[src/rtl/hack_pkg.sv]
// Shared constants, instruction field layout, field typedefs and FSM states
// for the Hack CPU commit stage.
package hack_pkg;

    localparam int unsigned HACK_WORD_W = 16;
    localparam int unsigned HACK_ADDR_W = 15;
    localparam int unsigned INSTRET_W   = 16;

    // Instruction field bit positions
    localparam int unsigned INSTR_C_BIT = 15;
    localparam int unsigned DEST_MSB    = 5;
    localparam int unsigned DEST_LSB    = 3;
    localparam int unsigned JUMP_MSB    = 2;
    localparam int unsigned JUMP_LSB    = 0;

    // Destination field: instr[5]=A, instr[4]=D, instr[3]=M
    typedef struct packed {
        logic a;
        logic d;
        logic m;
    } dest_t;

    // Jump field: instr[2]=lt, instr[1]=eq, instr[0]=gt
    typedef struct packed {
        logic lt;
        logic eq;
        logic gt;
    } jump_t;

    typedef enum logic {
        ST_IDLE   = 1'b0,
        ST_MEM_WR = 1'b1
    } wb_state_t;

endpackage

[src/rtl/hack_jump_cond.sv]
// Combinational jump decision from the jump bits and ALU flags.
module hack_jump_cond
    import hack_pkg::*;
(
    input  jump_t jbits,
    input  logic  zr,
    input  logic  ng,
    output logic  take_c
);

    // Taken when any enabled condition matches the ALU result sign/zero
    always_comb begin
        take_c = (jbits.lt & ng) | (jbits.eq & zr) | (jbits.gt & ~ng & ~zr);
    end

endmodule

[src/rtl/hack_writeback.sv]
// Hack CPU commit stage: owns A/D/PC, resolves jumps, and issues RAM[A]
// writes over a valid/ready port.
// Optional halt-loop detection is enabled by defining HACK_HALT_DETECT_EN.
module hack_writeback
    import hack_pkg::*;
#(
    parameter int unsigned WORD_W = HACK_WORD_W,
    parameter int unsigned ADDR_W = HACK_ADDR_W
) (
    input  logic                 clk,
    input  logic                 reset,
    input  logic                 in_valid,
    output logic                 in_ready,
    input  logic [WORD_W-1:0]    instr,
    input  logic [WORD_W-1:0]    alu_out,
    input  logic                 alu_zr,
    input  logic                 alu_ng,
    output logic [WORD_W-1:0]    a_reg,
    output logic [WORD_W-1:0]    d_reg,
    output logic [ADDR_W-1:0]    pc,
    output logic                 mem_wr_valid,
    input  logic                 mem_wr_ready,
    output logic [ADDR_W-1:0]    mem_wr_addr,
    output logic [WORD_W-1:0]    mem_wr_data,
    output logic [INSTRET_W-1:0] instret,
    output logic                 halted
);

    wb_state_t state;
    wb_state_t state_nxt;

    dest_t dest;
    jump_t jbits;
    logic  is_c_c;
    logic  take_c;
    logic  accept_c;
    logic  [ADDR_W-1:0] pc_inc_c;

    assign is_c_c   = instr[INSTR_C_BIT];
    assign dest     = dest_t'(instr[DEST_MSB:DEST_LSB]);
    assign jbits    = jump_t'(instr[JUMP_MSB:JUMP_LSB]);
    assign accept_c = in_valid & in_ready;
    assign pc_inc_c = pc + ADDR_W'(1);

    hack_jump_cond u_jump_cond (
        .jbits  (jbits),
        .zr     (alu_zr),
        .ng     (alu_ng),
        .take_c (take_c)
    );

    // FSM state register
    always_ff @(posedge clk) begin
        if (reset) begin
            state <= ST_IDLE;
        end else begin
            state <= state_nxt;
        end
    end

    // Next state and handshake outputs; a C-instr with dest M parks in MEM_WR
    always_comb begin
        state_nxt = state;
        in_ready  = 1'b0;
        case (state)
            ST_IDLE: begin
                in_ready = ~halted;
                if (in_valid && !halted && is_c_c && dest.m) begin
                    state_nxt = ST_MEM_WR;
                end
            end
            ST_MEM_WR: begin
                if (mem_wr_ready) begin
                    state_nxt = ST_IDLE;
                end
            end
            default: state_nxt = ST_IDLE;
        endcase
    end

    assign mem_wr_valid = (state == ST_MEM_WR);

    // Architectural state commit; every C-instr effect uses the pre-accept A
    always_ff @(posedge clk) begin
        if (reset) begin
            a_reg       <= '0;
            d_reg       <= '0;
            pc          <= '0;
            instret     <= '0;
            mem_wr_addr <= '0;
            mem_wr_data <= '0;
        end else if (accept_c) begin
            instret <= instret + INSTRET_W'(1);
            if (!is_c_c) begin
                a_reg <= WORD_W'(instr[WORD_W-2:0]);
                pc    <= pc_inc_c;
            end else begin
                if (dest.a) begin
                    a_reg <= alu_out;
                end
                if (dest.d) begin
                    d_reg <= alu_out;
                end
                if (dest.m) begin
                    mem_wr_addr <= a_reg[ADDR_W-1:0];
                    mem_wr_data <= alu_out;
                end
                pc <= take_c ? a_reg[ADDR_W-1:0] : pc_inc_c;
            end
        end
    end

`ifdef HACK_HALT_DETECT_EN
    logic self_jump_c;
    assign self_jump_c = accept_c & is_c_c & take_c & (a_reg[ADDR_W-1:0] == pc);

    // Sticky halt on a taken jump back to the current instruction
    always_ff @(posedge clk) begin
        if (reset) begin
            halted <= 1'b0;
        end else if (self_jump_c) begin
            halted <= 1'b1;
        end
    end
`else
    assign halted = 1'b0;
`endif

endmodule

[config.mk]
export PLATFORM = sky130hd
export DESIGN_NAME = hack_writeback
export DESIGN_NICKNAME = d
export VERILOG_FILES = /design/src/rtl/hack_pkg.sv /design/src/rtl/hack_jump_cond.sv /design/src/rtl/hack_writeback.sv
export SDC_FILE = /design/constraint.sdc
export NUM_CORES = 1
export LEC_CHECK = 0
export BUFFER_PORTS_ARGS = -buffer_cell sky130_fd_sc_hd__buf_2
export CORE_ASPECT_RATIO = 0.9
export CORE_MARGIN = 3
export CORE_UTILIZATION = 50
export CTS_CLUSTER_DIAMETER = 80
export DETAILED_ROUTE_END_ITERATION = 7
export PLACE_DENSITY = 0.83
export REMOVE_ABC_BUFFERS = 1
export SYNTH_ARGS = -nofsm -noshare
export SYNTH_HDL_FRONTEND = slang
export SYNTH_SLANG_ARGS = --single-unit
export TNS_END_PERCENT = 20
[constraint.sdc]
create_clock -name clk -period 2.2 [get_ports clk]
set_clock_uncertainty 0.1 [all_clocks]
set_input_delay 0.44 -clock clk [delete_from_list [all_inputs] [get_ports clk]]
set_output_delay 0.44 -clock clk [all_outputs]
set_load 0.05 [all_outputs]
## Yosys cells after proc, flatten, opt, wreduce, memory -nomap -nowiden

Index checks and enable logic that the tools add are counted.

| storage, ports and cells | value |
|---|---|
| output and inout port bits | 97 |
| bits in registers | 95 |
| logic and storage cells | 33 |
| input port bits | 38 |

| operators by class | value |
|---|---|
| reductions and logical operators | 5 |
| muxes and demuxes | 8 |
| add/subtract/negate cells | 2 |
| equal/unequal tests | 1 |
| bitwise logic cells | 10 |

Operator list:

| cell | count |
|---|---|
| $mux 16 | 2 |
| $mux 15 | 2 |
| $add 16x1->16 const B | 1 |
| $add 15x1->15 const B | 1 |
| $reduce_and 3->1 | 2 |
| $and 1x1->1 | 5 |
| $mux 1 | 3 |
| $not 1->1 | 3 |
| $logic_and 1x1->1 | 2 |
| $ne 2x2->1 const B | 1 |
| $or 1x1->1 | 2 |
| $pmux 1 s2 | 1 |
| $reduce_and 2->1 | 1 |

## Logic depth before layout (Yosys ltp)

| depth | value |
|---|---|
| depth after elaboration | 6 |
| depth in mapped cells | 6 |
| gate-level depth less buffers | 5 |

## Modules after synthesis

A second synthesis with hierarchy kept.

| unflattened totals | value |
|---|---|
| cells, all modules | 492 |
| area, all modules | 4102.7 sq um |

By module, submodules not included:

| module | sequential area each (sq um) | area an instance (sq um) | cells an instance | times used |
|---|---|---|---|---|
| hack_writeback | 1901.8 | 4085.2 | 490 | 1 |
| hack_jump_cond | 0.0 | 17.5 | 2 | 1 |

## Worst setup path before layout

Ideal clock, no wire load.

| timing | value |
|---|---|
| kind | reg-to-reg |
| start | register pc[2] |
| end | register pc[11] |
| path slack | -0.059 ns |
| library setup time | 0.074 ns |
| arrival | 2.084 ns |
| data required time | 2.026 ns |
| path buffers | 0 |
| clock period less this slack | 2.259 ns |
| stages on the path, launching flop included | 5 |
| path through | dfxtp_1 nand4_4 or4_4 or4b_1 a31oi_1 |

| on the way | value |
|---|---|
| longest elaborated chain between the ends | 3 |

RTL lines:

| what | RTL line | text |
|---|---|---|
| start: declaration | hack_writeback.sv:20 | `output logic [ADDR_W-1:0] pc,` |
| start signal: assignment | hack_writeback.sv:96 | `pc <= pc_inc_c;` |
| start signal: assignment | hack_writeback.sv:108 | `pc <= take_c ? a_reg[ADDR_W-1:0] : pc_inc_c;` |
| $add 15x1->15 (*) | hack_writeback.sv:43 | `assign pc_inc_c = pc + ADDR_W'(1);` |
| $mux 15 | hack_writeback.sv:108 |  |
| $mux 15 (*) | hack_writeback.sv:94 | `if (!is_c_c) begin` |

Mark *: on every way between the ends. The rest lies on a longest branch, timed or not.
A chain may end at the register's enable or synchronous reset.

## Worst setup path in the final report

| timing | value |
|---|---|
| start | register pc[5] |
| end | register pc[11] |

Same word-level chain as after synthesis.

==> flow_summary.toml <==
[sta]
finalCriticalPeriod_ns = 2.04
rsz0062_at_grt = "no"
slew_headroom = 0.577
fin_hold_ws_ns = 0.209
tightest_slew_ns = 0.634
drv_slew = 0
setup_viol = 0
hold_viol_final = 0
fmax_ghz = 0.490
finalCritPeriodShare = 0.928

[setup_path]
required_ns = 2.40
critPathKind = "reg -> reg"
endpoint_kind = "flip-flop"
cp_slowest_stage_delay_ns = 0.55
critPathMaxFanout = 10
cp.arrival_ns = 2.24
cp_slowest_cell = "or4_4"
start_kind = "flip-flop"
crit_chain = "nand4_4 -> or4_4 -> or4b_1 -> a31oi_1"

[grt]
track_usage = 0.246
grt_start_max_net_pins = 50
antenna_found_initial = 0
grt_pass1_vias = 3718
grt_pass1_wl_um = 18500
grt_overflow = 0

[drt]
drtPass1Iterations = 5
vias = 4077
avgRoutedWirePerCell_um = 15.5
ant_nets = 0
viasPerCell = 5.61
postRouteWirelength_um = 11200
drt_iter0_markers = 146
route.detailed.drc = 0

[placed_design]
placed_area_sq_mm = 0.00489
dp_hpwl_um = 8210
io_buffer_count = 133
place_congestion = 0.865

[die]
die_y_um = 91.9
die-area_sq_mm = 0.00933
ios = 135
start_util = 0.528
die_x_um = 101
core_region_area_sq_mm = 0.00777
fp-row-count = 30

[clocking]
cts_buffers = 9
worstSkewPairLatency_ns = 0.38
cts-root-buf = "clkbuf_8"
cts_resized = 0
clkTransAtPathRegs_ns = 0.10
cts_sinks = 95
cts_tree = "done"
htreeDepth = 3
cts_buffer_depth = 2
hold_buffers = 0
post-cts-setup-buffers = 0

[power_and_ir_drop]
power_density_mw_per_mm2 = 708
ir_worst_vdd_mv = 0.385
p_sw_frac = 0.328
seq_power_share = 0.512
clkPwrFrac = 0.321
p_comb_frac = 0.168
p_sw_uw = 1180
p_total_uw = 3600
total_leakage_power_uw = 0.00221
p_int_uw = 2420

[synthesis]
synth_ff_type = "dfxtp_1"
yosysTopAreaCellShare = 0.464
yosys.area.top_type = "dfxtp_1"
synthTopCellsByCount = "nand2_1, dfxtp_1, a21oi_1"
netlist_instances = 498
syn_area_sq_mm = 0.00410
ys_ff_latch = 95
synth_warnings = 0
seq_area_frac_synth = 0.464
synth_most_common_cell = "nand2_1"
synth-edff-count = 0
avgSynthCellArea_sq_um = 8.24
synth.area.top_cells = "dfxtp_1, nand2_1, a21oi_1"
synthDistinctLibCells = 45
ys_async_sr_fraction = 0

[cells_and_area]
nets = 666
fillers = 682
final_layout_size_suffix_gt1_frac = 0.276
antenna_cells = 0
finish.instance_area_sq_mm = 0.00509
finish.utilization = 0.655
synthToLayoutAreaGrowth_pct = 24.0

[min_path]
hp-class = "in -> reg"

[flow_run]
cap_violations = 0

[run_status]
status = "completed"
## metal layers
layer / track usage / routed length (um) / vias up
met5: 0 / 0 / -
met1: 0.324 / 4910 / 1902
li1: - / - / 2010
met4: 0.0742 / 192 / 0
met3: 0.0631 / 732 / 23
met2: 0.394 / 5400 / 142
## cell usage in the layout (no fill, tap or decap), drive strengths merged, types with 4 or more instances in the layout
cell type,n
or3,6
inv,19
and3,4
a211oi,15
nor2,32
nand3,12
mux2i,26
buf,151
dfxtp,95
nor4,7
xor2,6
clkbuf,10
o21ai,5
or4,6
nor3,5
nand2,109
nand4,9
a21oi,66
o32ai,11
## kinds of logic after synthesis
| family | Yosys count | synth area share |
|---|---|---|
| other | 1 | 0.000914 |
| DFF | 95 | 0.464 |
| adders and majority gates | 2 | 0.00610 |
| and+or+nand+nor | 206 | 0.236 |
| AOI/OAI and AO/OA | 109 | 0.160 |
| muxes | 27 | 0.0662 |
| xor gates and xnor gates | 9 | 0.0192 |
| buffers and inverters | 49 | 0.0473 |
## through the flow
stage	setup slack (ns)	setup TNS, ns	cells
floorplan	-0.661	-13.04	464
global placement	0.304	0	711
detailed placement	0.205	0	711
CTS	0.183	0	727
global route	0.0345	0	727
finish	0.159	0	727
## layout make-up
type,instances,area (sq um),area share
Multi-Input combinational cell,354,2010,0.395
Sequential cell,95,1900,0.374
Timing Repair Buffer,151,801,0.157
Clock buffer,10,138,0.0271
Tap cell,96,120,0.0236
Clock inverter,6,58.8,0.0116
Inverter,15,56.3,0.0111
## worst max-delay path, delay by kind of cell, from the launching register on
kind            cells  cell delay (ns)
flops               1             0.46
compound gates      1             0.19
simple gates        3             1.23
## power groups by stage
stage	sequential, uW	combinational (uW)	clock, uW
global placement	1880	595	0
global route	1850	651	1250
finish	1840	604	1160
detailed placement	1880	604	0
floorplan	2090	174	0
CTS	1840	606	1170
## worst paths after layout
path	from	to	slack, ns	depth (start not counted)
max reg2reg	pc[5]	pc[11]	0.16	4
min	alu_out[1]	d_reg[1]	0.21	3
max	pc[5]	pc[11]	0.16	4
min reg2reg	mem_wr_data[5]	mem_wr_data[5]	0.36	2
Power figures use the tool's default switching activity.
